[config.mk]
export PLATFORM = sky130hd
export DESIGN_NAME = link_monitor
export DESIGN_NICKNAME = d
export VERILOG_FILES = /design/src/rtl/link_monitor.sv
export SDC_FILE = /design/constraint.sdc
export NUM_CORES = 1
export LEC_CHECK = 0
export CORE_MARGIN = 5
export CORE_UTILIZATION = 35
export CTS_CLUSTER_DIAMETER = 200
export DETAILED_ROUTE_END_ITERATION = 8
export GPL_ROUTABILITY_DRIVEN = 0
export HOLD_SLACK_MARGIN = 0.1
export SKIP_CTS_REPAIR_TIMING = 1
export SYNTH_ARGS = -nofsm -noshare
export SYNTH_HDL_FRONTEND = slang
export SYNTH_SLANG_ARGS = --single-unit
export TNS_END_PERCENT = 30
[constraint.sdc]
create_clock -name clk -period 2.23 [get_ports clk]
set_clock_uncertainty 0.05 [all_clocks]
set_input_delay 0.446 -clock clk [delete_from_list [all_inputs] [get_ports clk]]
set_output_delay 0.446 -clock clk [all_outputs]
set_load 0.05 [all_outputs]
[src/rtl/link_monitor.sv]
// rtl/link_monitor.sv - fibre link rx status: byte history, lock FSM, saturating counters, status LEDs
// Optional build macro LINK_MON_PRBS_CHECK_EN adds a self-synchronising PRBS-7 bit-error checker.
module link_monitor #(
   parameter int DATA_W     = 8,
   parameter int DEPTH      = 4,
   parameter int CNT_W      = 16,
   parameter int LOCK_COUNT = 16,
   parameter int TIMEOUT    = 1048576,
   parameter int BLINK_W    = 24,
   localparam int SEL_W     = $clog2(DEPTH)
) (
   input  logic              clk,
   input  logic              rst,
   input  logic [DATA_W-1:0] d_in,
   input  logic              d_in_valid,
   input  logic              reframe,
   input  logic              clear_counts,
   input  logic [SEL_W-1:0]  sel,
   output logic [DATA_W-1:0] d_sel,
   output logic [1:0]        link_state,
   output logic [CNT_W-1:0]  byte_count,
   output logic [CNT_W-1:0]  reframe_count,
   output logic [CNT_W-1:0]  err_count,
   output logic              data_led,
   output logic              reframe_led,
   output logic              lock_led
);

   localparam int RUN_W  = $clog2(LOCK_COUNT + 1);
   localparam int IDLE_W = $clog2(TIMEOUT + 1);

   typedef enum logic [1:0] {
      NO_LINK = 2'd0,
      SYNCING = 2'd1,
      LOCKED  = 2'd2
   } state_t;

   // Increment that sticks at all-ones instead of wrapping.
   function automatic logic [CNT_W-1:0] sat_add(input logic [CNT_W-1:0] a,
                                                input logic [CNT_W-1:0] b);
      logic [CNT_W:0] s;
      s = {1'b0, a} + {1'b0, b};
      return s[CNT_W] ? {CNT_W{1'b1}} : s[CNT_W-1:0];
   endfunction

   // A word that arrives together with a reframe is discarded.
   logic accept;
   assign accept = d_in_valid && !reframe;

   logic [DATA_W-1:0] hist_q [DEPTH];
   logic [DATA_W-1:0] hist_d [DEPTH];
   logic [IDLE_W-1:0] idle_q, idle_d;
   logic              timeout;
   state_t            state_q, state_d;
   logic [RUN_W-1:0]  run_q, run_d;
   logic [RUN_W-1:0]  run_inc;
   logic [CNT_W-1:0]  byte_count_q, byte_count_d;
   logic [CNT_W-1:0]  reframe_count_q, reframe_count_d;
   logic [BLINK_W-1:0] blink_q, blink_d;
   logic              data_led_q, data_led_d;
   logic              reframe_led_q, reframe_led_d;
   logic              lock_led_q, lock_led_d;

   // History shift register: newest accepted word enters slot 0.
   always_comb begin
      for (int i = 0; i < DEPTH; i++) hist_d[i] = hist_q[i];
      if (accept) begin
         hist_d[0] = d_in;
         for (int i = 1; i < DEPTH; i++) hist_d[i] = hist_q[i-1];
      end
   end

   // Idle counter: counts strobe-free cycles, saturating at TIMEOUT.
   always_comb begin
      idle_d  = idle_q;
      timeout = 1'b0;
      if (d_in_valid || reframe) begin
         idle_d = '0;
      end else begin
         if (idle_q != IDLE_W'(TIMEOUT)) idle_d = idle_q + IDLE_W'(1);
         timeout = (idle_d == IDLE_W'(TIMEOUT));
      end
   end

   // Lock FSM next state and run length of consecutive clean words.
   always_comb begin
      state_d = state_q;
      run_d   = run_q;
      run_inc = ((state_q == NO_LINK) ? '0 : run_q) + RUN_W'(1);
      case (state_q)
         NO_LINK: begin
            if (reframe) begin
               state_d = SYNCING;
               run_d   = '0;
            end else if (d_in_valid) begin
               run_d   = run_inc;
               state_d = (run_inc == RUN_W'(LOCK_COUNT)) ? LOCKED : SYNCING;
            end
         end
         SYNCING: begin
            if (reframe) begin
               run_d = '0;
            end else if (d_in_valid) begin
               run_d = run_inc;
               if (run_inc == RUN_W'(LOCK_COUNT)) state_d = LOCKED;
            end else if (timeout) begin
               state_d = NO_LINK;
               run_d   = '0;
            end
         end
         LOCKED: begin
            if (reframe) begin
               state_d = SYNCING;
               run_d   = '0;
            end else if (timeout) begin
               state_d = NO_LINK;
               run_d   = '0;
            end
         end
         default: begin
            state_d = NO_LINK;
            run_d   = '0;
         end
      endcase
   end

   // Event counters; a clear overrides any increment in the same cycle.
   always_comb begin
      byte_count_d    = byte_count_q;
      reframe_count_d = reframe_count_q;
      if (clear_counts) begin
         byte_count_d    = '0;
         reframe_count_d = '0;
      end else begin
         if (accept)  byte_count_d    = sat_add(byte_count_q, CNT_W'(1));
         if (reframe) reframe_count_d = sat_add(reframe_count_q, CNT_W'(1));
      end
   end

   // LEDs sample the blink phase on activity and hold between events.
   always_comb begin
      blink_d       = blink_q + BLINK_W'(1);
      data_led_d    = data_led_q;
      reframe_led_d = reframe_led_q;
      if (reframe) begin
         data_led_d    = 1'b0;
         reframe_led_d = blink_q[BLINK_W-1];
      end else if (d_in_valid) begin
         data_led_d    = blink_q[BLINK_W-1];
         reframe_led_d = 1'b0;
      end
      lock_led_d = (state_d == LOCKED);
   end

   // State registers with synchronous reset.
   always_ff @(posedge clk) begin
      if (rst) begin
         for (int i = 0; i < DEPTH; i++) hist_q[i] <= '0;
         idle_q          <= '0;
         state_q         <= NO_LINK;
         run_q           <= '0;
         byte_count_q    <= '0;
         reframe_count_q <= '0;
         blink_q         <= '0;
         data_led_q      <= 1'b0;
         reframe_led_q   <= 1'b0;
         lock_led_q      <= 1'b0;
      end else begin
         for (int i = 0; i < DEPTH; i++) hist_q[i] <= hist_d[i];
         idle_q          <= idle_d;
         state_q         <= state_d;
         run_q           <= run_d;
         byte_count_q    <= byte_count_d;
         reframe_count_q <= reframe_count_d;
         blink_q         <= blink_d;
         data_led_q      <= data_led_d;
         reframe_led_q   <= reframe_led_d;
         lock_led_q      <= lock_led_d;
      end
   end

`ifdef LINK_MON_PRBS_CHECK_EN
   logic [CNT_W-1:0]  err_count_q, err_count_d;
   logic              skip_q, skip_d;
   logic [DATA_W-1:0] prbs_exp;

   // Expected PRBS-7 word continuing the bit stream of the previous word (MSB sent first).
   function automatic logic [DATA_W-1:0] prbs_next(input logic [DATA_W-1:0] prev);
      logic [6:0]        st;
      logic              nb;
      logic [DATA_W-1:0] w;
      st = prev[6:0];
      w  = '0;
      for (int i = DATA_W - 1; i >= 0; i--) begin
         nb   = st[5] ^ st[6];
         w[i] = nb;
         st   = {st[5:0], nb};
      end
      return w;
   endfunction

   // Bit-error accumulation; the first word after gaining lock only seeds the checker.
   always_comb begin
      prbs_exp    = prbs_next(hist_q[0]);
      err_count_d = err_count_q;
      skip_d      = skip_q;
      if (state_q != LOCKED)  skip_d = 1'b1;
      else if (accept)        skip_d = 1'b0;
      if (clear_counts)
         err_count_d = '0;
      else if (accept && state_q == LOCKED && !skip_q)
         err_count_d = sat_add(err_count_q, CNT_W'($countones(d_in ^ prbs_exp)));
   end

   // Checker registers with synchronous reset.
   always_ff @(posedge clk) begin
      if (rst) begin
         err_count_q <= '0;
         skip_q      <= 1'b1;
      end else begin
         err_count_q <= err_count_d;
         skip_q      <= skip_d;
      end
   end

   assign err_count = err_count_q;
`else
   assign err_count = '0;
`endif

   assign d_sel         = hist_q[sel];
   assign link_state    = state_q;
   assign byte_count    = byte_count_q;
   assign reframe_count = reframe_count_q;
   assign data_led      = data_led_q;
   assign reframe_led   = reframe_led_q;
   assign lock_led      = lock_led_q;

endmodule

* After elaboration in Yosys (flattened, before gate mapping)
Memory sizes are Yosys's and may differ from the RTL's.
Cells that the tools add are included.
** Operators by class
- Equality and inequality tests :: 8
- Reductions and logical operators :: 9
- Bitwise operators :: 4
- $add $sub $neg :: 5
- Multiplexer cells :: 32
** Operators by type and width (number)
- $mux W21 :: 2
- $mux W5 :: 7
- $add A16 B1 Y17 const B :: 2
- $mux W16 :: 2
- $mux W32 :: 1
- $mux W8 :: 4
- $add A24 B1 Y24 const B :: 1
- $add A21 B1 Y21 const B :: 1
- $eq A21 B21 Y1 const B :: 1
- $ne A21 B21 Y1 const B :: 1
- $mux W2 :: 8
- $pmux W5 S3 :: 1
- $mux W1 :: 6
- $pmux W2 S3 :: 1
- $reduce_or A2 Y1 :: 3
- $add A5 B1 Y5 const B :: 1
- $eq A5 B5 Y1 const B :: 1
- $eq A2 B2 Y1 const B :: 2
- $or A1 B1 Y1 :: 4
- $ne A3 B3 Y1 const B :: 1
- $eq A2 B1 Y1 const B :: 1
- $logic_not A2 Y1 :: 1
- $reduce_and A2 Y1 :: 1
- $reduce_bool A2 Y1 :: 1
- 4 further kinds :: 4
** Word-level totals
- RAM bits :: 32
- Logic and storage cells :: 68
- Register bits :: 87
- Memories :: 1
- Input port bits :: 15
- Output and inout bits :: 61
** Memories
- hist_q :: words 4, width 8, read ports 4, clocked after Yosys merged registers in 0, wr ports 4, RTL line 50 : logic [DATA_W-1:0] hist_q [DEPTH];

* Longest topological paths before layout
- Depth after elaboration :: 10
- Gate-level depth with buffers :: 11
- Depth with buffers taken out :: 10

* Worst setup path before layout
OpenSTA, ideal clock, no wires.
- Kind :: reg-to-reg
- From :: register idle_q[0]
- To :: register state_q[1], in the netlist link_state[1]
- Cell stages (with the launch flop) :: 10
- Setup time :: 121 ps
- Arrival :: 2162 ps
- Path buffers :: 1
- Period minus slack after synthesis :: 2333 ps
- Path slack :: -103 ps
- Required time :: 2059 ps
- Cell sequence :: dfxtp_1 > ha_1 > and3_1 > buf_2 > and4_1 > or3b_1 > a221oi_2 > nand4_4 > a31oi_1 > nor2_1
** On the way
- Cells in the longest elaborated chain, start to end :: 9
- Elaborated cells between the ends (all ways) :: 11
- Classes of those cells :: add/sub (1); eq/ne (2); mux (8)
** Ends and longest elaborated chain
- start: declaration :: RTL line 52 : logic [IDLE_W-1:0] idle_q, idle_d;
- start signal: assignment :: RTL line 170 : idle_q <= idle_d;
- $add A21 B1 Y21 / $ne A21 B21 Y1 (equally long branches) :: RTL line 80 : if (idle_q != IDLE_W'(TIMEOUT)) idle_d = idle_q + IDLE_W'(1);
- $mux W21 (*) :: RTL line 80
- $mux W21 (*) :: RTL line 77 : if (d_in_valid || reframe) begin
- $eq A21 B21 Y1 (*) :: RTL line 81 : timeout = (idle_d == IDLE_W'(TIMEOUT));
- $mux W1 (*) :: RTL line 77
- $mux W2 (*) :: RTL line 106, 115
- $mux W2 :: RTL line 103 : end else if (d_in_valid) begin
- $mux W2 :: RTL line 101 : if (reframe) begin
- $pmux W2 S3 (*) :: RTL line 90 : case (state_q)
- end signal: assignment :: RTL line 171 : state_q <= state_d;
- end: declaration :: RTL line 54 : state_t state_q, state_d;
Every way passes the cells marked *; elsewhere a longest branch is shown, timed or not. The select of a mux whose other input is x is not followed.
A chain may end at the register's enable or synchronous reset.

* Worst setup path in the final report
- From :: register idle_q[3]
- To :: register run_q[0]
** On the way
- Cells in the longest elaborated chain, start to end :: 9
- Elaborated cells between the ends (all ways) :: 11
- Classes of those cells :: add/sub (1); eq/ne (2); mux (8)
** Ends and longest elaborated chain
- $add A21 B1 Y21 / $ne A21 B21 Y1 (equally long branches) :: RTL line 80
- $mux W21 (*) :: RTL line 80
- $mux W21 (*) :: RTL line 77
- $eq A21 B21 Y1 (*) :: RTL line 81
- $mux W1 (*) :: RTL line 77
- $mux W5 (*)
- $mux W5 (2 in a row)
- $pmux W5 S3 (*)
- end signal: assignment :: RTL line 172 : run_q <= run_d;
- end: declaration :: RTL line 55 : logic [RUN_W-1:0] run_q, run_d;
Marked as above.

==> qor.csv <==
metric,value,unit
CP arrival,2.55,ns
sw power,1.18,mW
IO buf count,59,
Avg Inst Size Synth,8.55,µm²
Critical Path RT,2.48,ns
Comb pwr share,6.2,%
estimated wirelength of the detail-placed design,10600,µm
Die H,139,µm
row cnt,47,
most numerous cell in the Yosys netlist,dfxtp_1,
Final nets,825,
Synth cell types,55,
Max-cap violations,0,
top_reg_cell synth,dfxtp_1,
clk_lat worst skew,0.41,ns
Syn Inst Count,683,
wire per inst,14.2,µm
HP Class,in2reg,
Sw Ratio,22.1,%
Final Slew Violations,0,
Final period util,103,%
Placement Setup Slack,-0.0957,ns
count of final hold-check violations,0,
worst setup path class,reg2reg,
setup ws final,-0.0765,ns
global route overflow,0,
type of origin of the critical path,flip-flop,
Synth top area share,38.0,%
Post-synth top cells,"dfxtp_1 (111), nor2_1 (78), nand2_1 (76)",
Sinks on Clock Net,119,
crit path max-delay cell type,or4_4,
initial detailed-routing violation count,298,
Int Pwr,4.18,mW
layout cells sized above 1,20.3,%
"Warnings, synthesis",0,
Final ANT Viol Nets,0,
post-synthesis sequential area ratio,42.2,%
dpl cells,999,
Max VDD drop,0.674,mV
initial core utilization,35.5,%
Crit Path Max Fanout,8,
cell breakdown of the critical path,or4_4 -> nor4_4 -> nand4_1 -> a22oi_2 -> nand4_4 -> o2111ai_2 -> nand2_1,
Core ar.,16500,µm²
drt first pass iters,5,
biggest area consumer among synthesized cells,dfxtp_1,
fin cells,1037,
FMAX,434,MHz
min cycle time layout,2.31,ns
largest net degree at the start of global routing,29,
Root Buffer,clkbuf_16,
post-layout util,47.8,%
Slew @ Worst Pin,0.536,ns
H-tree depth,4,
post-synthesis register bit count,119,
CTS tree,yes,
number of global-route vias before repair,5240,
Post-Syn Area,5840,µm²
routed wire length,14800,µm
Final setup viols,8,
clock slew at reported path FFs,0.05,ns
final setup TNS,-0.347,ns
RSZ-0062 raised after global routing,true,
Seq pwr share,40.9,%
Synth async-reset ratio,0,%
failing checks,negative setup slack,
full die area,19400,µm²
pwr/cell area,681,nW/µm²
Area contributors post-synth,"dfxtp_1 (38%), nor2_1 (5.0%), a21oi_1 (5.0%), nand2_1 (4.9%), xor2_1 (4.8%)",
first-pass GRT wire length,24600,µm
Ports,76,
antenna cells,0,
status,finished with violations,
Crit path max-delay family,simple AND/OR/NAND/NOR gates,
LEAKAGE,3.05,nW
Max-Slew Margin vs Limit,64.2,%
number of flops mapped to enable cells by yosys,8,
Max clock buf depth,2,
Clock power frac,52.8,%
synth-to-layout area growth,34.7,%
number of antenna violations at the first check in global routing,0,
delay of the slowest cell on the worst path,0.55,ns
Critical Path End Type,flip-flop,
via/cell ratio,5.13,
CP Buf/Inv Count,0,
CTS buffer count,17,
GRT Overall Usage,15.2,%
Via Count,5319,
DRC Markers,0,
Die Wd,139,µm
[cell families after synthesis]
logic type | after synthesis | share of synthesized area [%]
mux | 10 | 3.43
fa+ha+maj | 6 | 1.29
compound gates | 109 | 11.2
simple gates | 306 | 26.8
flops | 119 | 42.2
other cells | 1 | 0.0642
buf+inv | 71 | 5.91
xor+xnor | 61 | 9.15
[registers in the layout (all words and copies together), names as in the netlist]
| signal | cells |
|---|---|
| reframe_led | 1 |
| blink_q | 24 |
| hist_q | 32 |
| reframe_count | 16 |
| idle_q | 21 |
| data_led | 1 |
| link_state | 2 |
| run_q | 5 |
| lock_led | 1 |
| byte_count | 16 |
[layer usage]
metal | GRT usage [%] | up-vias | part of all wire (%)
met3 | 4.00 | 25 | 4.2
met2 | 25.6 | 121 | 49
met4 | 6.28 | 0 | 2.0
met1 | 18.3 | 2563 | 44
li1 | - | 2610 | -
met5 | 0 | - | 0
[cell type report]
| type | count | area, µm² |
|---|---|---|
| fillers | 1555 | 8590 |
| multi-input cells | 508 | 3210 |
| flip-flops and latches | 119 | 2480 |
| repair buffers | 143 | 1230 |
| clock buffers | 26 | 542 |
| well taps | 220 | 275 |
| clock inverters | 6 | 82.6 |
| inverters | 15 | 56.3 |
[worst paths after layout]
path / startpoint / endpoint / slack (ns) / depth (start not counted)
worst max-delay path: idle_q[3] / run_q[0] / -0.08 / 7
worst min-delay path: rst / run_q[2] / 0.37 / 2
worst max register to register: idle_q[3] / run_q[0] / -0.08 / 7
worst min register to register: blink_q[0] / blink_q[0] / 0.39 / 1
[cell usage in the layout, fill, tap and decap left out, types with 23 or more instances in the layout]
cell	synthesis	final
nand2_1	76	76
a21oi_1	58	58
dfxtp_1	111	105
nand4_1	23	23
nand3_1	30	30
xnor2_1	29	29
nor2_1	78	77
xor2_1	32	32
buf_4	16	90
clkdlybuf4s50_1	0	42
[power groups by stage]
stage | clock [mW] | sequential (mW) | combinational [mW]
2_1_floorplan | 0 | 2.25 | 0.230
3_3_place_gp | 0 | 2.24 | 0.326
3_5_place_dp | 0 | 2.24 | 0.330
4_1_cts | 2.89 | 2.20 | 0.331
5_1_grt | 2.99 | 2.20 | 0.359
6_report | 2.83 | 2.19 | 0.335
[per-stage QoR]
stage / area, µm² / hold WS [ns] / total power, mW
after detailed placement: 7080 / 0.383 / 2.57
after CTS: 7700 / 0.353 / 5.42
after global routing: 7870 / 0.375 / 5.54
after global placement: 7080 / 0.373 / 2.57
after floorplan: 5930 / 0.363 / 2.48
final: 7870 / 0.366 / 5.36
(Power assumes the default switching activity.)
